$ cat src/rtl/dicke_demodulator_if.sv
// rtl/dicke_demodulator_if.sv - sample, phase and result signals of the Dicke demodulator
interface dicke_demodulator_if #(
  parameter int SAMPLE_W = 12,
  parameter int ACC_W    = 24
);
  logic                 switch_phase;
  logic                 sample_valid;
  logic [SAMPLE_W-1:0]  sample;
  logic signed [ACC_W:0] demod;
  logic                 demod_valid;
  logic                 demod_ready;
  logic                 overrun;

  modport master (
    output switch_phase, sample_valid, sample, demod_ready,
    input  demod, demod_valid, overrun
  );

  modport slave (
    input  switch_phase, sample_valid, sample, demod_ready,
    output demod, demod_valid, overrun
  );
endinterface

$ cat src/rtl/dicke_demodulator.sv
// rtl/dicke_demodulator.sv - sorts ADC samples into hot/cold accumulators by switch phase
// and emits hot minus cold once per integration window.
module dicke_demodulator #(
  parameter int SAMPLE_W = 12,
  parameter int ACC_W    = 24,
  parameter int BLANK    = 4,
  parameter int PERIODS  = 16
) (
  input logic                clk,
  input logic                rst,
  dicke_demodulator_if.slave bus
);
  localparam logic [0:0] IDLE      = 1'b0;
  localparam logic [0:0] INTEGRATE = 1'b1;

  logic [1:0] rst_pipe;
  logic       rst_i;

  // Reset asserts immediately but releases on a clock edge.
  always_ff @(posedge clk or posedge rst) begin
    if (rst) rst_pipe <= 2'b11;
    else     rst_pipe <= {rst_pipe[0], 1'b0};
  end
  assign rst_i = rst_pipe[1];

  logic sync0, ph, ph_d;
  logic edge_cyc, rise;

  always_ff @(posedge clk or posedge rst_i) begin
    if (rst_i) begin
      sync0 <= 1'b0;
      ph    <= 1'b0;
      ph_d  <= 1'b0;
    end else begin
      sync0 <= bus.switch_phase;
      ph    <= sync0;
      ph_d  <= ph;
    end
  end

  assign edge_cyc = ph ^ ph_d;
  assign rise     = edge_cyc & ph;

  logic [0:0]           state;
  logic [7:0]           blank_cnt;
  logic [15:0]          period_cnt;
  logic [16:0]          period_next;
  logic [ACC_W-1:0]     acc_hot, acc_cold, acc_sel, acc_sat;
  logic [ACC_W:0]       sample_ext, sum;
  logic signed [ACC_W:0] diff;
  logic                 window_done, take;

  assign period_next = {1'b0, period_cnt} + 17'd1;
  assign window_done = (state == INTEGRATE) && rise && (period_next == 17'(PERIODS));
  assign take        = (state == INTEGRATE) && bus.sample_valid && !edge_cyc && (blank_cnt == 8'd0);

  assign sample_ext = {{(ACC_W + 1 - SAMPLE_W){1'b0}}, bus.sample};
  assign acc_sel    = ph ? acc_hot : acc_cold;
  assign sum        = {1'b0, acc_sel} + sample_ext;
  // Carry out of the accumulator width pins it at full scale.
  assign acc_sat    = sum[ACC_W] ? {ACC_W{1'b1}} : sum[ACC_W-1:0];
  assign diff       = $signed({1'b0, acc_hot}) - $signed({1'b0, acc_cold});

  always_ff @(posedge clk or posedge rst_i) begin
    if (rst_i) begin
      state      <= IDLE;
      blank_cnt  <= 8'd0;
      period_cnt <= 16'd0;
      acc_hot    <= '0;
      acc_cold   <= '0;
    end else begin
      if (edge_cyc)
        blank_cnt <= 8'(BLANK);
      else if ((state == INTEGRATE) && bus.sample_valid && (blank_cnt != 8'd0))
        blank_cnt <= blank_cnt - 8'd1;

      if (window_done) begin
        acc_hot  <= '0;
        acc_cold <= '0;
      end else if (take) begin
        if (ph) acc_hot  <= acc_sat;
        else    acc_cold <= acc_sat;
      end

      case (state)
        IDLE: begin
          if (rise) begin
            state      <= INTEGRATE;
            period_cnt <= 16'd0;
          end
        end
        default: begin
          if (window_done)
            period_cnt <= 16'd0;
          else if (rise)
            period_cnt <= period_next[15:0];
        end
      endcase
    end
  end

  logic signed [ACC_W:0] demod_q;
  logic                  valid_q;
  logic                  overrun_q;

  // A new result always wins the register; it only flags overrun if the old one was never taken.
  always_ff @(posedge clk or posedge rst_i) begin
    if (rst_i) begin
      demod_q   <= '0;
      valid_q   <= 1'b0;
      overrun_q <= 1'b0;
    end else if (window_done) begin
      demod_q <= diff;
      valid_q <= 1'b1;
      if (valid_q && !bus.demod_ready)
        overrun_q <= 1'b1;
    end else if (valid_q && bus.demod_ready) begin
      valid_q <= 1'b0;
    end
  end

  assign bus.demod       = demod_q;
  assign bus.demod_valid = valid_q;
  assign bus.overrun     = overrun_q;
endmodule

$ cat src/flat_wrapper.sv
// flat-port wrapper written by rule: the top's interface ports become plain ports
module dicke_demodulator_flat 
#(
  parameter int SAMPLE_W = 12,
  parameter int ACC_W    = 24,
  parameter int BLANK    = 4,
  parameter int PERIODS  = 16
)
  (clk, rst, bus_switch_phase, bus_sample_valid, bus_sample, bus_demod_ready, bus_demod, bus_demod_valid, bus_overrun);
  dicke_demodulator_if #(.SAMPLE_W(SAMPLE_W), .ACC_W(ACC_W)) bus_i ();
  input logic clk;
  input logic rst;
  input wire logic [$bits(bus_i.switch_phase)-1:0] bus_switch_phase;
  input wire logic [$bits(bus_i.sample_valid)-1:0] bus_sample_valid;
  input wire logic [$bits(bus_i.sample)-1:0] bus_sample;
  input wire logic [$bits(bus_i.demod_ready)-1:0] bus_demod_ready;
  output wire logic [$bits(bus_i.demod)-1:0] bus_demod;
  output wire logic [$bits(bus_i.demod_valid)-1:0] bus_demod_valid;
  output wire logic [$bits(bus_i.overrun)-1:0] bus_overrun;
  assign bus_i.switch_phase = bus_switch_phase;
  assign bus_i.sample_valid = bus_sample_valid;
  assign bus_i.sample = bus_sample;
  assign bus_i.demod_ready = bus_demod_ready;
  assign bus_demod = bus_i.demod;
  assign bus_demod_valid = bus_i.demod_valid;
  assign bus_overrun = bus_i.overrun;
  dicke_demodulator #(.SAMPLE_W(SAMPLE_W), .ACC_W(ACC_W), .BLANK(BLANK), .PERIODS(PERIODS)) u_core (.clk(clk), .rst(rst), .bus(bus_i));
endmodule
$ cat config.mk
export PLATFORM = sky130hd
export DESIGN_NAME = dicke_demodulator_flat
export DESIGN_NICKNAME = d
export VERILOG_FILES = /design/src/rtl/dicke_demodulator_if.sv /design/src/rtl/dicke_demodulator.sv /design/src/flat_wrapper.sv
export SDC_FILE = /design/constraint.sdc
export NUM_CORES = 1
export LEC_CHECK = 0
export CAP_MARGIN = 10
export CORE_ASPECT_RATIO = 0.5
export CORE_MARGIN = 4
export CORE_UTILIZATION = 60
export DETAILED_ROUTE_END_ITERATION = 12
export HOLD_SLACK_MARGIN = 0.12
export PLACE_DENSITY = 0.81
export SLEW_MARGIN = 20
export SYNTH_ARGS = -nofsm -noshare
export SYNTH_HDL_FRONTEND = slang
export SYNTH_SLANG_ARGS = --single-unit
$ cat constraint.sdc
create_clock -name clk -period 3.6 [get_ports clk]
set_input_delay 0.36 -clock clk [delete_from_list [all_inputs] [get_ports clk]]
set_output_delay 0.36 -clock clk [all_outputs]
set_load 0.01 [all_outputs]
## Yosys cells after proc, flatten, opt, wreduce, memory -nomap -nowiden

Index checks and enable logic that the tools add are counted.

| word-level totals | value |
|---|---|
| flip-flop bits (word level) | 105 |
| bits of input ports | 17 |
| output and inout port bits | 27 |
| word-level logic and storage cells | 60 |

| operators by class | value |
|---|---|
| $add $sub $neg | 4 |
| eq/ne operators | 2 |
| muxes and demuxes | 18 |
| bitwise operators | 2 |
| reduce and logical (&&, ||, !) cells | 22 |

Operators with widths:

| cell | count |
|---|---|
| $mux 24 | 8 |
| $mux 16 | 4 |
| $add 24x12->25 | 1 |
| $sub 24x24->25 | 1 |
| $add 16x1->17 const B | 1 |
| $eq 17x5->1 const B | 1 |
| $mux 8 | 2 |
| $reduce_bool 2->1 | 6 |
| $logic_and 1x1->1 | 8 |
| $logic_not 8->1 | 1 |
| $reduce_and 2->1 | 4 |
| $reduce_bool 8->1 | 1 |
| $sub 8x1->8 const B | 1 |
| $mux 1 | 4 |
| $logic_not 1->1 | 2 |
| $ne 2x2->1 const B | 1 |
| $and 1x1->1 | 1 |
| $xor 1x1->1 | 1 |

## Depth between registers and ports, before layout

| logic depth | value |
|---|---|
| word-level depth | 6 |
| mapped depth | 16 |

## Worst setup path before layout

Ideal clock, no wire load.

| timing | value |
|---|---|
| path type | reg-to-reg |
| start point | reg u_core.ph |
| end point | reg u_core.acc_hot[3] |
| library setup time | 0.118 ns |
| arrival time | 3.396 ns |
| data required time | 3.482 ns |
| setup slack | 0.086 ns |
| cell stages (with the launch flop) | 16 |
| period minus slack after synthesis | 3.514 ns |
| cells stage by stage | dfrtp_1 > buf_2 > buf_2 > clkbuf_1 > mux2_2 > ha_1 > fa_1 > a21oi_1 > a2bb2oi_1 > a211o_1 > a21oi_1 > nand2_1 > clkbuf_1 > a21oi_1 > a21oi_1 > nor2_1 |

| between the ends | value |
|---|---|
| word-level cells in the longest chain between the ends | 6 |
| elaborated cells between the ends (all ways) | 16 |
| those cells by class | add/sub (1); mux (5); bitwise (2); reduce/logical (8) |

Ends and longest elaborated chain:

| item | line | text |
|---|---|---|
| start, declared | dicke_demodulator.sv:26 | `logic sync0, ph, ph_d;` |
| start signal, assigned | dicke_demodulator.sv:36 | `ph <= sync0;` |
| $mux 24 / $xor 1x1->1 (equally long branches) | dicke_demodulator.sv:58, dicke_demodulator.sv:41 |  |
| $add 24x12->25, or another cell as far along | dicke_demodulator.sv:59 | `assign sum = {1'b0, acc_sel} + sample_ext;` |
| $mux 24, or another cell as far along | dicke_demodulator.sv:61 | `assign acc_sat = sum[ACC_W] ? {ACC_W{1'b1}} : sum[ACC_W-1:0];` |
| $mux 24, or another cell as far along | dicke_demodulator.sv:81 | `if (ph) acc_hot <= acc_sat;` |
| $mux 24 / $reduce_bool 2->1 (equally long branches) | n/a |  |
| $mux 24 / $reduce_and 2->1 (equally long branches) | n/a |  |
| end signal, assigned | dicke_demodulator.sv:81 |  |
| end, declared | dicke_demodulator.sv:48 | `logic [ACC_W-1:0] acc_hot, acc_cold, acc_sel, acc_sat;` |

Several ways; a longest one is shown, not always the timed one. The select of a mux whose other input is x is not followed.
A chain may end at the register's enable or synchronous reset.

## Worst setup path in the final report

| timing | value |
|---|---|
| start point | reg u_core.period_cnt[0] |
| end point | reg u_core.demod_q[5], in the netlist u_core.bus.demod[5] |

| between the ends | value |
|---|---|
| word-level cells in the longest chain between the ends | 3 |

Ends and longest elaborated chain:

| item | line | text |
|---|---|---|
| start, declared | dicke_demodulator.sv:46 | `logic [15:0] period_cnt;` |
| start signal, assigned | dicke_demodulator.sv:96 | `period_cnt <= period_next[15:0];` |
| $add 16x1->17 | dicke_demodulator.sv:53 | `assign period_next = {1'b0, period_cnt} + 17'd1;` |
| $eq 17x5->1 | dicke_demodulator.sv:54 | `assign window_done = (state == INTEGRATE) && rise && (period_next == 17'(PERIODS));` |
| $logic_and 1x1->1 | dicke_demodulator.sv:54 |  |
| end signal, assigned | dicke_demodulator.sv:113 | `demod_q <= diff;` |
| end, declared | dicke_demodulator.sv:102 | `logic signed [ACC_W:0] demod_q;` |

Every way passes these cells.

==> results.toml <==
[logic_synthesis]
synth_seq_cells = 105
synth_top_area_cell = "dfrtp_1"
synthTopCellsByArea = "dfrtp_1, ha_1, nand2_1"
netlist_area_mm2 = 0.00680
synth-edff-count = 0
syn_inst = 781
synth_top_area_share_pct = 37.9
yosysMostFrequentCell = "nand2_1"
async_flop_share_pct = 100
synthTopCellsByCount = "nand2_1, dfrtp_1, nor2_1"
ys_seq_area_share_pct = 38.7
yosysUniqueCellTypes = 61
avgSynthCellArea_um2 = 8.71
ys.flop_type = "dfrtp_1"
yosysWarnings = 0
syn_nets = 841

[timing]
period_share_pct = 90.8
fmax_mhz = 306
rsz0062_at_grt = "no"
hold_violations = 0
drv_slew = 0
tns_ns = 0
setup_viol = 0
fin_ws_ns = 0.333
hold_ws_ns = 0.336
period_needed_ns = 3.27
relSlewSlack_pct = 51.6
skew_ns = 0.00936
worst_slew_pin_slew_ns = 0.726

[cts]
cts_hold_buffers = 0
cts.reportedPaths.clkPinSlew_ns = 0.07
htree_num_levels = 3
numCtsBuffers = 9
post_cts_buffers = 0
post_cts_resized = 0
clock_path_buffers = 2
clockRootBuffer = "clkbuf_16"
clk_latency_ns = 0.35
cts_tree = "yes"
clock_sinks = 105

[routing]
drt_iter0_markers = 560
post-route-drc-count = 0
ant_nets = 0
route.vias.total = 5802
dr.pass1.iters = 5
wl_per_cell_um = 16.5
vias_per_cell = 5.99
drt_wl_total_mm = 16.0

[global_routing]
grt_use_total_pct = 25.7
antenna_found_initial = 0
grt_pass1_vias = 5701
grt_overflow_total = 0
grt_pass1_wl_mm = 27.7
grt_start_max_net_pins = 82

[die]
chipWidth_um = 159
die_h_um = 83.3
io_pins = 44
initial_core_util_pct = 61.7
coreArea_mm2 = 0.0110
rows = 27
dieArea_mm2 = 0.0132

[power]
net-switching-power_mw = 2.33
seq_power_share_pct = 29.7
clockPowerShare_pct = 16.4
total_leakage_power_nw = 3.49
cellInternalPower_mw = 3.28
switching_share_pct = 41.5
ir_drop_mv = 0.320
powerDensity_mw_per_mm2 = 733
p_comb_share_pct = 53.8

[worst_hold_path]
hp-class = "input port to asynchronous set/reset pin"

[placed_design]
gp_congestion = 0.907
dpl.hpwl_mm = 11.8
place_ws_ns = 0.352
io_buffers = 43
post-place-cells = 953
dpl-instance-area_mm2 = 0.00738

[setup_path]
r2r_end = "u_core.bus.demod[5]"
crit_required_ns = 3.84
end_kind = "register"
worstSetupStartpointType = "register"
reg2reg_depth = 9
reg2reg_slack_ns = 0.33
rr_startpoint = "u_core.period_cnt[0]"
crit_arrival_ns = 3.51
crit_fanout = 63
crit_type = "register to register"

[finish]
fin_nets = 879
synthToLayoutAreaGrowth_pct = 12.6
drive_gt1_share_pct = 8.86
n_antenna_cell = 0
design_area_mm2 = 0.00765
instances_no_fill = 969

[run]
maxCapViolations = 0

[status]
outcome = "complete, no violations"
## logic make-up after synthesis
| kind of cell | after synthesis | share of synthesized area [%] |
|---|---|---|
| and+or+nand+nor | 270 | 18.2 |
| AOI/OAI and AO/OA | 224 | 21.9 |
| DFF | 105 | 38.7 |
| buffers and inverters | 79 | 4.89 |
| adders and majority gates | 43 | 8.13 |
| xor gates and xnor gates | 40 | 5.15 |
| muxes | 19 | 2.94 |
| other | 1 | 0.0551 |
## stage by stage
| step | utilization [%] | power, mW |
|---|---|---|
| 5_1_grt | 69.5 | 6.07 |
| 2_1_floorplan | - | 3.93 |
| 3_5_place_dp | 67.0 | 4.65 |
| 3_3_place_gp | 67.0 | 4.54 |
| 6_report | 69.5 | 5.61 |
| 4_1_cts | 69.5 | 5.59 |
## worst max-delay path by stage
| stage | startpoint | to | slack, ns | cells after the start |
|---|---|---|---|---|
| global placement | u_core.period_cnt[0] | u_core.bus.demod[5] | 0.45 | 9 |
| floorplan | u_core.ph | u_core.acc_hot[3] | 0.09 | 15 |
| detailed placement | u_core.period_cnt[0] | u_core.bus.demod[5] | 0.35 | 9 |
| global route | u_core.period_cnt[0] | u_core.acc_cold[9] | 0.1 | 9 |
| CTS | u_core.period_cnt[0] | u_core.bus.demod[5] | 0.32 | 9 |
| finish | u_core.period_cnt[0] | u_core.bus.demod[5] | 0.33 | 9 |
## layout make-up
cell class / instances / area, µm²
clock buffer: 11 / 243
clock inverter: 5 / 31.3
fill: 863 / 3360
inverter: 49 / 189
multi-input combinational: 597 / 3840
sequential: 105 / 2630
tap: 145 / 181
timing repair buffer: 57 / 536
## registers in the layout (all words and copies together), names as in the netlist
signal                  flops
u_core.ph                   1
u_core.state                1
u_core.bus.demod_valid      1
u_core.period_cnt          16
u_core.bus.demod           25
u_core.bus.overrun          1
u_core.ph_d                 1
u_core.rst_pipe             2
u_core.acc_hot             24
u_core.blank_cnt            8
u_core.acc_cold            24
u_core.sync0                1
## critical path: stages, from the launching register on
cell      delay [ns]
dfrtp_1         0.46
ha_1            0.28
nand3_1         0.11
or3_4           0.38
a2111o_1        0.44
nor4_2          0.27
nand3_1         0.12
or3_2           0.41
buf_4           0.32
mux2_2          0.34
## power by group through the flow
stage	registers, mW	clock network [mW]	logic (mW)
finish	1.67	0.923	3.02
CTS	1.66	0.935	2.99
global route	1.71	0.987	3.37
floorplan	1.64	0	2.29
global placement	1.67	0	2.87
detailed placement	1.68	0	2.97
## placed cells by master, fill, tap and decap left out, types with 5 or more instances in the layout
cell             count
nand2_1            116
dfrtp_1            103
nor2_1              59
o21ai_0             57
a21oi_1             57
inv_1               48
clkdlybuf4s50_1     43
ha_1                41
xnor2_1             27
nand3_1             27
a21o_1              15
buf_4               14
a211oi_1            13
xor2_1              13
mux2i_1             11
o31ai_1             11
o21a_1              11
o221a_2             10
nor3_1              10
clkbuf_16            9
mux2_2               8
or2_2                8
nor4_1               8
and3_1               7
and2_1               6
o21bai_1             6
a31oi_1              6
nand4_1              5
## routing by layer
metal | vias up | wire, µm | global-route usage [%]
met5 | - | 0 | 0
met3 | 23 | 1030 | 5.15
met1 | 2749 | 7580 | 37.2
li1 | 2840 | - | -
met2 | 190 | 7180 | 39.3
met4 | 0 | 218 | 6.81
Power figures use the tool's default switching activity.
